--- config.mk ---
export PLATFORM = sky130hd
export DESIGN_NAME = fetch_stage
export DESIGN_NICKNAME = d
export VERILOG_FILES = /design/src/rtl/fetch_stage_pkg.sv /design/src/rtl/fetch_stage_npc_calc.sv /design/src/rtl/fetch_stage.sv
export SDC_FILE = /design/constraint.sdc
export NUM_CORES = 1
export LEC_CHECK = 0
export BUFFER_PORTS_ARGS = -buffer_cell sky130_fd_sc_hd__buf_2
export CAP_MARGIN = 20
export CORE_MARGIN = 8
export CORE_UTILIZATION = 41
export CTS_BUF_LIST = sky130_fd_sc_hd__clkbuf_4
export DETAILED_ROUTE_END_ITERATION = 8
export GPL_ROUTABILITY_DRIVEN = 1
export PLACE_DENSITY = 0.7
export SKIP_CTS_REPAIR_TIMING = 1
export SLEW_MARGIN = 20
export SYNTH_ARGS = -nofsm -noshare
export SYNTH_HDL_FRONTEND = slang
export SYNTH_HIERARCHICAL = 1
export SYNTH_SLANG_ARGS = --single-unit
--- constraint.sdc ---
create_clock -name clk -period 8.1 [get_ports clk]
set_clock_uncertainty 0.15 [all_clocks]
set_input_delay 1.62 -clock clk [delete_from_list [all_inputs] [get_ports clk]]
set_output_delay 1.62 -clock clk [all_outputs]
set_load 0.02 [all_outputs]
--- src/rtl/fetch_stage_pkg.sv ---
// fetch_stage_pkg: next-PC select encodings and shared constants for the fetch stage.
package fetch_stage_pkg;
  typedef enum logic [1:0] {
    NPC_SEQ = 2'd0,
    NPC_BR  = 2'd1,
    NPC_J   = 2'd2,
    NPC_JR  = 2'd3
  } npc_op_e;
  localparam logic [31:0] RESET_PC_DEF = 32'h0000_3000;
  localparam logic [31:0] NOP = 32'h0;
endpackage

--- src/rtl/fetch_stage_npc_calc.sv ---
// npc_calc: combinational next-PC mux and legal-range check for the fetch stage.
module npc_calc
  import fetch_stage_pkg::*;
#(
  parameter logic [31:0] RESET_PC = RESET_PC_DEF,
  parameter int          IM_WORDS = 4096
) (
  input  logic [31:0] i_f_pc,
  input  logic [31:0] i_d_pc,
  input  npc_op_e     i_op,
  input  logic        i_jump,
  input  logic [25:0] i_imm26,
  input  logic [31:0] i_rs_val,
  output logic [31:0] o_npc,
  output logic        o_illegal
);
  // 33-bit bound so a range ending at 2^32 cannot wrap to zero
  localparam logic [32:0] LIMIT = {1'b0, RESET_PC} + 33'(IM_WORDS) * 33'd4;
  logic [31:0] w_seq;
  logic [31:0] w_br;
  assign w_seq = i_f_pc + 32'd4;
  assign w_br  = i_d_pc + 32'd4 + {{14{i_imm26[15]}}, i_imm26[15:0], 2'b00};
  always_comb begin
    o_npc = i_op == NPC_BR ? (i_jump ? w_br : w_seq) :
            i_op == NPC_J  ? {i_d_pc[31:28], i_imm26, 2'b00} :
            i_op == NPC_JR ? i_rs_val : w_seq;
    o_illegal = (|o_npc[1:0]) || (o_npc < RESET_PC) || ({1'b0, o_npc} >= LIMIT);
  end
endmodule

--- src/rtl/fetch_stage.sv ---
// fetch_stage: PC register, IF/ID pipeline register and sticky illegal-PC fault
// for the five-stage MIPS core (one branch delay slot, no flush).
module fetch_stage
  import fetch_stage_pkg::*;
#(
  parameter logic [31:0] RESET_PC = RESET_PC_DEF,
  parameter int          IM_WORDS = 4096
) (
  input  logic        clk,
  input  logic        reset,
  input  logic        stall,
  input  logic [1:0]  d_npc_op,
  input  logic        d_jump,
  input  logic [25:0] d_imm26,
  input  logic [31:0] d_rs_val,
  output logic [31:0] f_pc,
  input  logic [31:0] f_instr,
  output logic [31:0] d_instr,
  output logic [31:0] d_pc,
  output logic [31:0] d_pc8,
  output logic        pc_fault
);
  logic [31:0] r_pc, r_instr, r_dpc, r_dpc8;
  logic        r_fault;
  logic [31:0] w_npc;
  logic        w_illegal;
  logic        w_kill;
  npc_calc #(.RESET_PC(RESET_PC), .IM_WORDS(IM_WORDS)) u_npc (
    .i_f_pc    (r_pc),
    .i_d_pc    (r_dpc),
    .i_op      (npc_op_e'(d_npc_op)),
    .i_jump    (d_jump),
    .i_imm26   (d_imm26),
    .i_rs_val  (d_rs_val),
    .o_npc     (w_npc),
    .o_illegal (w_illegal)
  );
  // A fault (new or sticky) freezes the PC and feeds nops into D
  assign w_kill = r_fault || w_illegal;
  always_ff @(posedge clk or negedge reset) begin
    if (!reset) begin
      r_pc    <= RESET_PC;
      r_instr <= NOP;
      r_dpc   <= '0;
      r_dpc8  <= '0;
      r_fault <= 1'b0;
    end else if (!stall) begin
      r_pc    <= w_kill ? r_pc : w_npc;
      r_instr <= w_kill ? NOP : f_instr;
      r_dpc   <= r_pc;
      r_dpc8  <= r_pc + 32'd8;
      r_fault <= w_kill;
    end
  end
  assign f_pc     = r_pc;
  assign d_instr  = r_instr;
  assign d_pc     = r_dpc;
  assign d_pc8    = r_dpc8;
  assign pc_fault = r_fault;
endmodule

# Yosys cells after proc, flatten, opt, wreduce, memory -nomap -nowiden
# Index checks and enable logic that the tools add are counted.
# Widths: inputs -> output; s select.
[classes]
muxes = 5
add_sub_neg = 4
n_eq_ne = 3
bitwise = 2
n_reduce_logical = 5
n_lt_le_gt_ge = 2
[ops]
columns = ["cell", "count"]
rows = [
  ["$mux 32", 5],
  ["$add 32x3->32 const B", 2],
  ["$add 32x32->32", 1],
  ["$add 32x4->32 const B", 1],
  ["$ge 32x15->1 const B", 1],
  ["$lt 32x14->1 const B", 1],
  ["$eq 2x2->1 const B", 2],
  ["$logic_or 1x1->1", 3],
  ["$eq 2x1->1 const B", 1],
  ["$not 1->1", 2],
  ["$reduce_and 2->1", 1],
  ["$reduce_or 2->1", 1],
]
[totals]
output_inout_bits = 129
wordCells = 26
reg_bits = 129

# Depth between registers and ports, before layout
# Gate-level depths: netlist of the first run.
[depth]
depth_word = 10
depth_mapped = 19
depth_no_buf = 17

# Modules after synthesis
# Netlist of the first run, hierarchy kept.
[modules_own_cells]
columns = ["mod", "cells_per_inst", "instances", "seq_area_each_um2", "area_per_inst_um2"]
rows = [
  ["fetch_stage", 410, 1, 3155.5, 5134.9],
  ["npc_calc", 491, 1, 0.0, 3638.5],
]

# Least setup slack after synthesis of the first run
# No wires, ideal clock.
[synth_path]
kind = "input -> register"
from = "input port d_imm26[1]"
to = "register r_instr[19], in the netlist d_instr[19]"
stages = 16
t_arrival_ns = 6.181
t_required_ns = 7.884
n_path_buf = 2
setup_ns = 0.066
setup_slack_ns = 1.703
cell_sequence = "ha_1 ha_1 fa_1 a21o_1 a221o_2 a221oi_4 xor2_2 o221ai_2 or4_1 or4_1 nor4_1 nand4bb_1 nor3_1 clkbuf_1 clkbuf_1 a22o_1"
[synth_between]
elab_chain_cells = 8
elab_cells_between_ends = 10
cone_classes = "add/sub: 1; order compare: 2; mux: 4; reduce/logical: 3"
[synth_lines]
columns = ["item", "line", "source"]
rows = [
  ["start, declared", "fetch_stage.sv:14", "input logic [25:0] d_imm26,"],
  ["$add 32x32->32 *", "fetch_stage_npc_calc.sv:22", "assign w_br = i_d_pc + 32'd4 + {{14{i_imm26[15]}}, i_imm26[15:0], 2'b00};"],
  ["$mux 32 * (2 in series)", "fetch_stage_npc_calc.sv:24", "o_npc = i_op == NPC_BR ? (i_jump ? w_br : w_seq) :"],
  ["via w_npc[15]", "fetch_stage.sv:25", "logic [31:0] w_npc;"],
  ["$lt 32x14->1", "fetch_stage_npc_calc.sv:27", "o_illegal = (|o_npc[1:0]) || (o_npc < RESET_PC) || ({1'b0, o_npc} >= LIMIT);"],
  ["$logic_or 1x1->1", "fetch_stage_npc_calc.sv:27", ""],
  ["$logic_or 1x1->1 *", "fetch_stage_npc_calc.sv:27", ""],
  ["via w_illegal", "fetch_stage.sv:26", "logic w_illegal;"],
  ["$logic_or 1x1->1 *", "fetch_stage.sv:39", "assign w_kill = r_fault || w_illegal;"],
  ["$mux 32 *", "fetch_stage.sv:49", "r_instr <= w_kill ? NOP : f_instr;"],
  ["end signal, assigned", "fetch_stage.sv:49", ""],
  ["end, declared", "fetch_stage.sv:23", "logic [31:0] r_pc, r_instr, r_dpc, r_dpc8;"],
]
# Mark *: on every way through the listed nets, which the timed path passes. The rest lies on a longest branch.
# A chain may end at the register's enable or synchronous reset.

# Worst setup path after layout of the first run
[layout_path]
from = "input port d_imm26[1]"
to = "register r_pc[4], in the netlist f_pc[4]"
[layout_between]
elab_chain_cells = 9
elab_cells_between_ends = 11
cone_classes = "add/sub: 1; order compare: 2; mux: 3; bitwise: 1; reduce/logical: 4"
[layout_lines]
columns = ["item", "line", "source"]
rows = [
  ["$add 32x32->32 *", "fetch_stage_npc_calc.sv:22", ""],
  ["$mux 32 * (2 in series)", "fetch_stage_npc_calc.sv:24", ""],
  ["via w_npc[15]", "fetch_stage.sv:25", ""],
  ["$lt 32x14->1", "fetch_stage_npc_calc.sv:27", ""],
  ["$logic_or 1x1->1", "fetch_stage_npc_calc.sv:27", ""],
  ["$logic_or 1x1->1 *", "fetch_stage_npc_calc.sv:27", ""],
  ["via w_illegal", "fetch_stage.sv:26", ""],
  ["$logic_or 1x1->1 *", "fetch_stage.sv:39", ""],
  ["$not 1->1 (no line) *", "--", ""],
  ["$reduce_and 2->1 (no line) *", "--", ""],
  ["end signal, assigned", "fetch_stage.sv:48", "r_pc <= w_kill ? r_pc : w_npc;"],
  ["end, declared", "fetch_stage.sv:23", ""],
]
# Marked as above.

==> metrics.txt, run 1 <==
# TYPE chip_impl_metric gauge
chip_impl_info{name="status",value="completed"} 1
chip_impl_metric{name="detail_route.wirelength",unit="mm"} 28.7
chip_impl_info{name="category_of_the_critical_setup_timing_path",value="in -> reg"} 1
chip_impl_metric{name="slew_violations",unit=""} 0
chip_impl_metric{name="routabilityCongestion",unit=""} 0.906
chip_impl_metric{name="cts_inserted_buffers",unit=""} 17
chip_impl_metric{name="via_per_inst",unit=""} 5.86
chip_impl_metric{name="postSynthNetCount",unit=""} 1057
chip_impl_metric{name="syn_to_final_growth",unit="%"} 18.0
chip_impl_metric{name="largest_net_degree_at_the_start_of_global_routing",unit=""} 79
chip_impl_metric{name="irDropWorstVdd",unit="µV"} 85.3
chip_impl_metric{name="core_area",unit="µm²"} 21000
chip_impl_metric{name="number_of_synthesized_register_bits",unit=""} 126
chip_impl_metric{name="timing_hold_violations_final",unit=""} 0
chip_impl_metric{name="syn_area_per_cell",unit="µm²"} 9.74
chip_impl_metric{name="placedCellCount",unit=""} 1351
chip_impl_metric{name="crit_required",unit="ps"} 8390
chip_impl_info{name="synth_top_cell_by_area",value="dfrtp_1"} 1
chip_impl_metric{name="use_met1",unit=""} 0.267
chip_impl_metric{name="slew_margin_rel",unit=""} 0.369
chip_impl_info{name="setup_repair_after_global_routing_missed_its_margin",value="no"} 1
chip_impl_metric{name="sequential_share_of_the_synthesized_area",unit=""} 0.360
chip_impl_metric{name="post_synth_num_cell_types",unit=""} 70
chip_impl_metric{name="largest_incremental_delay_on_the_critical_path",unit="ps"} 560
chip_impl_info{name="synthTopCellsByArea",value="dfrtp_1 (35%), ha_1 (8.4%), mux2_2 (7.8%)"} 1
chip_impl_metric{name="report.final.setup_viol",unit=""} 0
chip_impl_metric{name="use_met2",unit=""} 0.343
chip_impl_metric{name="track_usage",unit=""} 0.213
chip_impl_metric{name="worst-endpoint-arrival",unit="ps"} 6790
chip_impl_info{name="prevailing_post_synth_register_cell",value="dfrtp_1"} 1
chip_impl_metric{name="postLayoutCellArea",unit="µm²"} 10400
chip_impl_metric{name="antenna_violating_nets_post_route",unit=""} 0
chip_impl_metric{name="via_count_of_the_first_global_routing_pass",unit=""} 8079
chip_impl_info{name="slowest_stage",value="or4_1"} 1
chip_impl_info{name="start_kind",value="input port"} 1
chip_impl_metric{name="total_power",unit="mW"} 1.27
chip_impl_info{name="synth_common_cells",value="dfrtp_1 (124), nand2_1 (81), o21ai_0 (65)"} 1
chip_impl_metric{name="dp_hpwl",unit="mm"} 21.5
chip_impl_metric{name="grt-ovfl-total",unit=""} 0
chip_impl_metric{name="grt_antenna_before_repair",unit=""} 3
chip_impl_metric{name="fin_hold_ws",unit="ps"} 343
chip_impl_metric{name="power_density_over_the_cells",unit="nW/µm²"} 122
chip_impl_metric{name="finalCoreUtilization",unit=""} 0.493
chip_impl_metric{name="post-route-drc-count",unit=""} 0
chip_impl_metric{name="asyncSetResetFlopFracSynth",unit=""} 1.00
chip_impl_metric{name="mappedNetlistArea",unit="µm²"} 8770
chip_impl_metric{name="syn_inst",unit=""} 901
chip_impl_metric{name="cts_sinks",unit=""} 126
chip_impl_metric{name="std_cell_rows",unit=""} 53
chip_impl_metric{name="filler_cell_count",unit=""} 2007
chip_impl_metric{name="total_leakage_power",unit="nW"} 5.21
chip_impl_info{name="synth.most_common_cell",value="dfrtp_1"} 1
chip_impl_metric{name="period_needed",unit="ps"} 6500
chip_impl_metric{name="dpl-instance-area",unit="µm²"} 10100
chip_impl_metric{name="clkLatencyLatePin",unit="ps"} 550
chip_impl_metric{name="dieWidth",unit="µm"} 162
chip_impl_metric{name="iteration_count_of_the_initial_detailed_routing_pass",unit=""} 5
chip_impl_metric{name="synth_edf_count",unit=""} 0
chip_impl_metric{name="clk_pin_slew",unit="ps"} 130
chip_impl_metric{name="drt-initial-drc-count",unit=""} 569
chip_impl_metric{name="synth_top_area_share",unit=""} 0.354
chip_impl_info{name="endpoint_kind",value="register"} 1
chip_impl_info{name="crit_path_start",value="d_imm26[1]"} 1
chip_impl_info{name="worstHoldPathType",value="reg -> reg"} 1
chip_impl_metric{name="tightestPinTransition",unit="ps"} 946
chip_impl_metric{name="cp.buffers_inverters",unit=""} 2
chip_impl_info{name="tritoncts",value="done"} 1
chip_impl_metric{name="timing.setup.tns",unit="ps"} 0
chip_impl_metric{name="top_level_ports",unit=""} 225
chip_impl_info{name="path_cells",value="buf_2 -> ha_1 -> ha_1 -> fa_1 -> a21o_1 -> a221o_2 -> a221oi_4 -> xor2_2 -> o221ai_2 -> or4_1 -> or4_1 -> nor4_1 -> nand4bb_1 -> nor3_2 -> buf_4 -> mux2_2"} 1
chip_impl_metric{name="clk_path_buf_depth",unit=""} 2
chip_impl_info{name="root_buffer",value="clkbuf_4"} 1
chip_impl_metric{name="max-cap-violations",unit=""} 0
chip_impl_metric{name="post-place-ws",unit="ps"} 1110
chip_impl_metric{name="initial_core_util",unit=""} 0.417
chip_impl_metric{name="global_route_wire_length_before_repair",unit="mm"} 44.5
chip_impl_metric{name="achievable-frequency",unit="MHz"} 154
chip_impl_info{name="global_route_hottest_layer",value="met2"} 1
chip_impl_info{name="cp_top_family",value="simple AND/OR/NAND/NOR gates"} 1
chip_impl_metric{name="nNetsFinal",unit=""} 1251
chip_impl_metric{name="cts.htree.levels",unit=""} 4
chip_impl_metric{name="vias",unit=""} 8115
chip_impl_metric{name="critical_path_peak_fanout",unit=""} 54
chip_impl_metric{name="route.detailed.wl_per_inst",unit="µm"} 20.7
chip_impl_metric{name="globalRouteMet3Util",unit=""} 0.0607
chip_impl_info{name="holdCritStartpoint",value="d_pc8[20]"} 1
chip_impl_metric{name="final.setup.worst_slack",unit="ps"} 1600
chip_impl_metric{name="layout-drive-gt1-share",unit=""} 0.318
chip_impl_metric{name="floorplan.die_area",unit="µm²"} 26300
chip_impl_metric{name="finish.cell_count_without_fillers",unit=""} 1384
chip_impl_metric{name="fp.dieH",unit="µm"} 162
chip_impl_info{name="r2r_start",value="d_pc[3]"} 1
chip_impl_metric{name="ys.warnings.count",unit=""} 6
chip_impl_metric{name="port_buffers",unit=""} 224
chip_impl_metric{name="final.period_utilization",unit=""} 0.802
==> placed cells by master (no fill, tap or decap), types with 9 or more instances in the layout <==
master / netlist / routed
inv_1: 21 / 21
nor3_1: 20 / 19
ha_1: 59 / 59
a22o_1: 37 / 37
dfrtp_1: 124 / 124
nor2_1: 33 / 33
buf_4: 4 / 9
and3_1: 13 / 13
mux2_2: 61 / 61
and4_1: 10 / 10
xnor2_1: 37 / 37
o221ai_1: 10 / 10
a21oi_1: 29 / 29
nand3_1: 33 / 33
nor4_1: 11 / 10
nand2_1: 81 / 81
nand4_1: 19 / 19
buf_2: 5 / 222
a21o_1: 14 / 14
o21ai_0: 65 / 65
o211ai_1: 9 / 9
mux2i_1: 10 / 10
nor2b_1: 15 / 14
or4_1: 9 / 9
xor2_1: 20 / 20
mux4_2: 9 / 9
clkbuf_4: 0 / 17
==> layer usage <==
| layer | part of all wire | vias up |
|---|---|---|
| li1 | - | 3792 |
| met1 | 0.42 | 3944 |
| met2 | 0.47 | 329 |
| met3 | 0.080 | 46 |
| met4 | 0.028 | 4 |
| met5 | 0.00084 | - |
==> sequential cells by signal, indices dropped and copies added, names as in the netlist <==
name,count
d_pc8,29
d_instr,32
pc_fault,1
f_pc,32
d_pc,32
==> path summary, 6_finish.rpt <==
path                                     to  slack (ps)  depth (start not counted)
worst min-delay path              d_pc8[20]         340                          2
worst max-delay path                f_pc[4]        1600                         16
worst max register to register      f_pc[4]        2330                         15
max in group asynchronous       d_instr[29]        5420                          2
worst min register to register    d_pc8[20]         340                          2
min in group asynchronous          d_pc[28]         970                          1
==> report_power, final <==
part / leakage [nW] / internal [mW] / switching, mW / total, mW
Sequential: 1.70 / 0.632 / 0.00269 / 0.635
Combinational: 3.36 / 0.0743 / 0.117 / 0.191
Clock: 0.150 / 0.139 / 0.300 / 0.439
Total: 5.21 / 0.846 / 0.419 / 1.27
==> kinds of logic after synthesis <==
family	synth area share
xor gates and xnor gates	0.0588
adders and majority gates	0.0864
buffers and inverters	0.0354
DFF	0.360
muxes	0.113
AOI/OAI and AO/OA	0.183
and+or+nand+nor	0.164
==> worst register-to-register path, stage by stage, from the launching register on <==
cell and delay, ps:
dfrtp_1 430, ha_1 310, ha_1 250, fa_1 430, a21o_1 220, a221o_2 410
a221oi_4 430, xor2_2 180, o221ai_2 130, or4_1 560, or4_1 410, nor4_1 360
nand4bb_1 200, nor3_2 240, buf_4 550, mux2_2 420
==> area by class of cell <==
type,count,area (µm²),area share
clock buffers,17,128,0.0123
flip-flops and latches,126,3160,0.305
repair buffers,231,1180,0.114
well taps,275,344,0.0332
diodes,1,2.50,0.000242
inverters,21,78.8,0.00761
multi-input cells,698,5320,0.514
clock inverters,15,146,0.0141
No activity file was read; power rests on OpenSTA's default activity.
==> run 2: changes to the inputs <==
- PLACE_DENSITY: 0.7 -> 0.73
- clock period: 8.1 -> 5.35 ns (I/O delays scaled with it)
==> run 2 against run 1 <==
  * Non-clock buffer count is 68 higher
  * Total power is 54% higher
  * Register-to-register slack worse by 2000 ps
  * Critical endpoint is now f_pc[5]
==> metrics.txt, run 2 (synthesized netlist as in run 1, its figures left out) <==
# TYPE chip_impl_metric gauge
chip_impl_metric{name="vias",unit=""} 8360
chip_impl_metric{name="syn_to_final_growth",unit="%"} 24.9
chip_impl_metric{name="layout-drive-gt1-share",unit=""} 0.359
chip_impl_metric{name="top_level_ports",unit=""} 225
chip_impl_metric{name="fp.dieH",unit="µm"} 162
chip_impl_metric{name="largest_net_degree_at_the_start_of_global_routing",unit=""} 79
chip_impl_metric{name="iteration_count_of_the_initial_detailed_routing_pass",unit=""} 5
chip_impl_info{name="root_buffer",value="clkbuf_4"} 1
chip_impl_metric{name="grt_antenna_before_repair",unit=""} 4
chip_impl_metric{name="floorplan.die_area",unit="µm²"} 26300
chip_impl_metric{name="slew_violations",unit=""} 0
chip_impl_metric{name="worst-endpoint-arrival",unit="ps"} 5490
chip_impl_metric{name="post-place-ws",unit="ps"} -471
chip_impl_metric{name="route.detailed.wl_per_inst",unit="µm"} 20.0
chip_impl_metric{name="dp_hpwl",unit="mm"} 22.3
chip_impl_metric{name="clk_pin_slew",unit="ps"} 150
chip_impl_metric{name="power_density_over_the_cells",unit="nW/µm²"} 178
chip_impl_metric{name="largest_incremental_delay_on_the_critical_path",unit="ps"} 500
chip_impl_metric{name="global_route_wire_length_before_repair",unit="mm"} 45.5
chip_impl_info{name="cp_top_family",value="simple AND/OR/NAND/NOR gates"} 1
chip_impl_metric{name="final.period_utilization",unit=""} 0.974
chip_impl_info{name="category_of_the_critical_setup_timing_path",value="in -> reg"} 1
chip_impl_metric{name="final.setup.worst_slack",unit="ps"} 139
chip_impl_metric{name="track_usage",unit=""} 0.216
chip_impl_metric{name="post-route-drc-count",unit=""} 0
chip_impl_info{name="path_cells",value="buf_2 -> ha_1 -> ha_2 -> fa_2 -> a21o_1 -> a221o_2 -> a221oi_4 -> xor2_2 -> o221ai_2 -> or4_1 -> or4_1 -> nor4_2 -> nand4bb_1 -> nor3_4 -> buf_12 -> mux2_2"} 1
chip_impl_info{name="status",value="completed"} 1
chip_impl_metric{name="critical_path_peak_fanout",unit=""} 27
chip_impl_metric{name="irDropWorstVdd",unit="µV"} 127
chip_impl_metric{name="max-cap-violations",unit=""} 0
chip_impl_metric{name="worst-path-stages",unit=""} 16
chip_impl_metric{name="cts.htree.levels",unit=""} 4
chip_impl_metric{name="period_needed",unit="ps"} 5210
chip_impl_info{name="setup_repair_after_global_routing_missed_its_margin",value="no"} 1
chip_impl_metric{name="achievable-frequency",unit="MHz"} 192
chip_impl_metric{name="initial_core_util",unit=""} 0.417
chip_impl_metric{name="drt-initial-drc-count",unit=""} 636
chip_impl_info{name="layout_commonest_cell",value="buf_2"} 1
chip_impl_metric{name="routabilityCongestion",unit=""} 0.934
chip_impl_metric{name="detail_route.wirelength",unit="mm"} 29.1
chip_impl_metric{name="crit_required",unit="ps"} 5630
chip_impl_metric{name="port_buffers",unit=""} 224
chip_impl_metric{name="report.final.setup_viol",unit=""} 0
chip_impl_metric{name="clk_path_buf_depth",unit=""} 2
chip_impl_metric{name="dieWidth",unit="µm"} 162
chip_impl_info{name="worstHoldPathType",value="in -> async"} 1
chip_impl_metric{name="cts_inserted_buffers",unit=""} 17
chip_impl_info{name="layout.cells.most_common_list",value="buf_2 (222), dfrtp_1 (124), nand2_1 (81)"} 1
chip_impl_metric{name="nNetsFinal",unit=""} 1319
chip_impl_metric{name="dpl-instance-area",unit="µm²"} 10700
chip_impl_metric{name="cp.buffers_inverters",unit=""} 2
chip_impl_metric{name="total_leakage_power",unit="nW"} 5.57
chip_impl_metric{name="antenna_violating_nets_post_route",unit=""} 0
chip_impl_metric{name="tightestPinTransition",unit="ps"} 788
chip_impl_info{name="slowest_stage",value="or4_1"} 1
chip_impl_metric{name="cts_sinks",unit=""} 126
chip_impl_metric{name="via_count_of_the_first_global_routing_pass",unit=""} 8228
chip_impl_metric{name="core_area",unit="µm²"} 21000
chip_impl_metric{name="postLayoutCellArea",unit="µm²"} 11000
chip_impl_info{name="critical-path-top-cell-by-count",value="or4_1"} 1
chip_impl_info{name="tritoncts",value="done"} 1
chip_impl_metric{name="r2r.worst_path.cells",unit=""} 15
chip_impl_metric{name="slew_margin_rel",unit=""} 0.475
chip_impl_metric{name="clkLatencyLatePin",unit="ps"} 550
chip_impl_metric{name="via_per_inst",unit=""} 5.75
chip_impl_metric{name="grt-ovfl-total",unit=""} 0
chip_impl_metric{name="timing_hold_violations_final",unit=""} 0
chip_impl_info{name="endpoint_kind",value="register"} 1
chip_impl_metric{name="fin_hold_ws",unit="ps"} 341
chip_impl_info{name="start_kind",value="input port"} 1
chip_impl_metric{name="std_cell_rows",unit=""} 53
## run 2: final cells by class
class                      count  area [µm²]
clock buffer                  17         128
timing repair buffer         299        1730
sequential                   126        3160
clock inverter                15         146
tap                          275         344
inverter                      21        78.8
antenna                        2        5.00
multi-input combinational    698        5370
fill                        2000       10100
## run 2: path summary, 6_finish.rpt
kind                       slack (ps)       start        end
setup reg to reg                  320     d_pc[3]    f_pc[5]
max in group asynchronous        3630       reset    d_pc[1]
hold reg to reg                   340   d_pc8[11]  d_pc8[11]
hold / removal                    340       reset   d_pc[27]
setup / recovery                  140  d_imm26[1]    f_pc[5]
min in group clk                  340   d_pc8[11]  d_pc8[11]
## run 2: power breakdown
| group | internal [mW] | total [mW] | switching (mW) |
|---|---|---|---|
| Combinational | 0.140 | 0.326 | 0.186 |
| Clock | 0.209 | 0.659 | 0.450 |
| Sequential | 0.958 | 0.961 | 0.00393 |
| Total | 1.31 | 1.95 | 0.640 |
## run 2: routing by layer
| metal | share of wire | track usage | up-vias | wire length, µm |
|---|---|---|---|---|
| li1 | - | - | 3929 | - |
| met1 | 0.42 | 0.273 | 4066 | 12300 |
| met2 | 0.48 | 0.352 | 317 | 13800 |
| met3 | 0.073 | 0.0567 | 44 | 2130 |
| met4 | 0.025 | 0.0715 | 4 | 718 |
| met5 | 0.00089 | 0 | - | 26 |
## run 2: metrics by stage
stage | setup TNS, ps | util | total power [mW] | cells
finish | 0 | 0.521 | 1.95 | 1453
global route | 0 | 0.521 | 2.04 | 1453
CTS | 0 | 0.520 | 1.97 | 1451
detailed placement | -26610 | 0.507 | 1.30 | 1419
global placement | -17010 | 0.507 | 1.29 | 1419
floorplan | 0 | - | 1.15 | 901
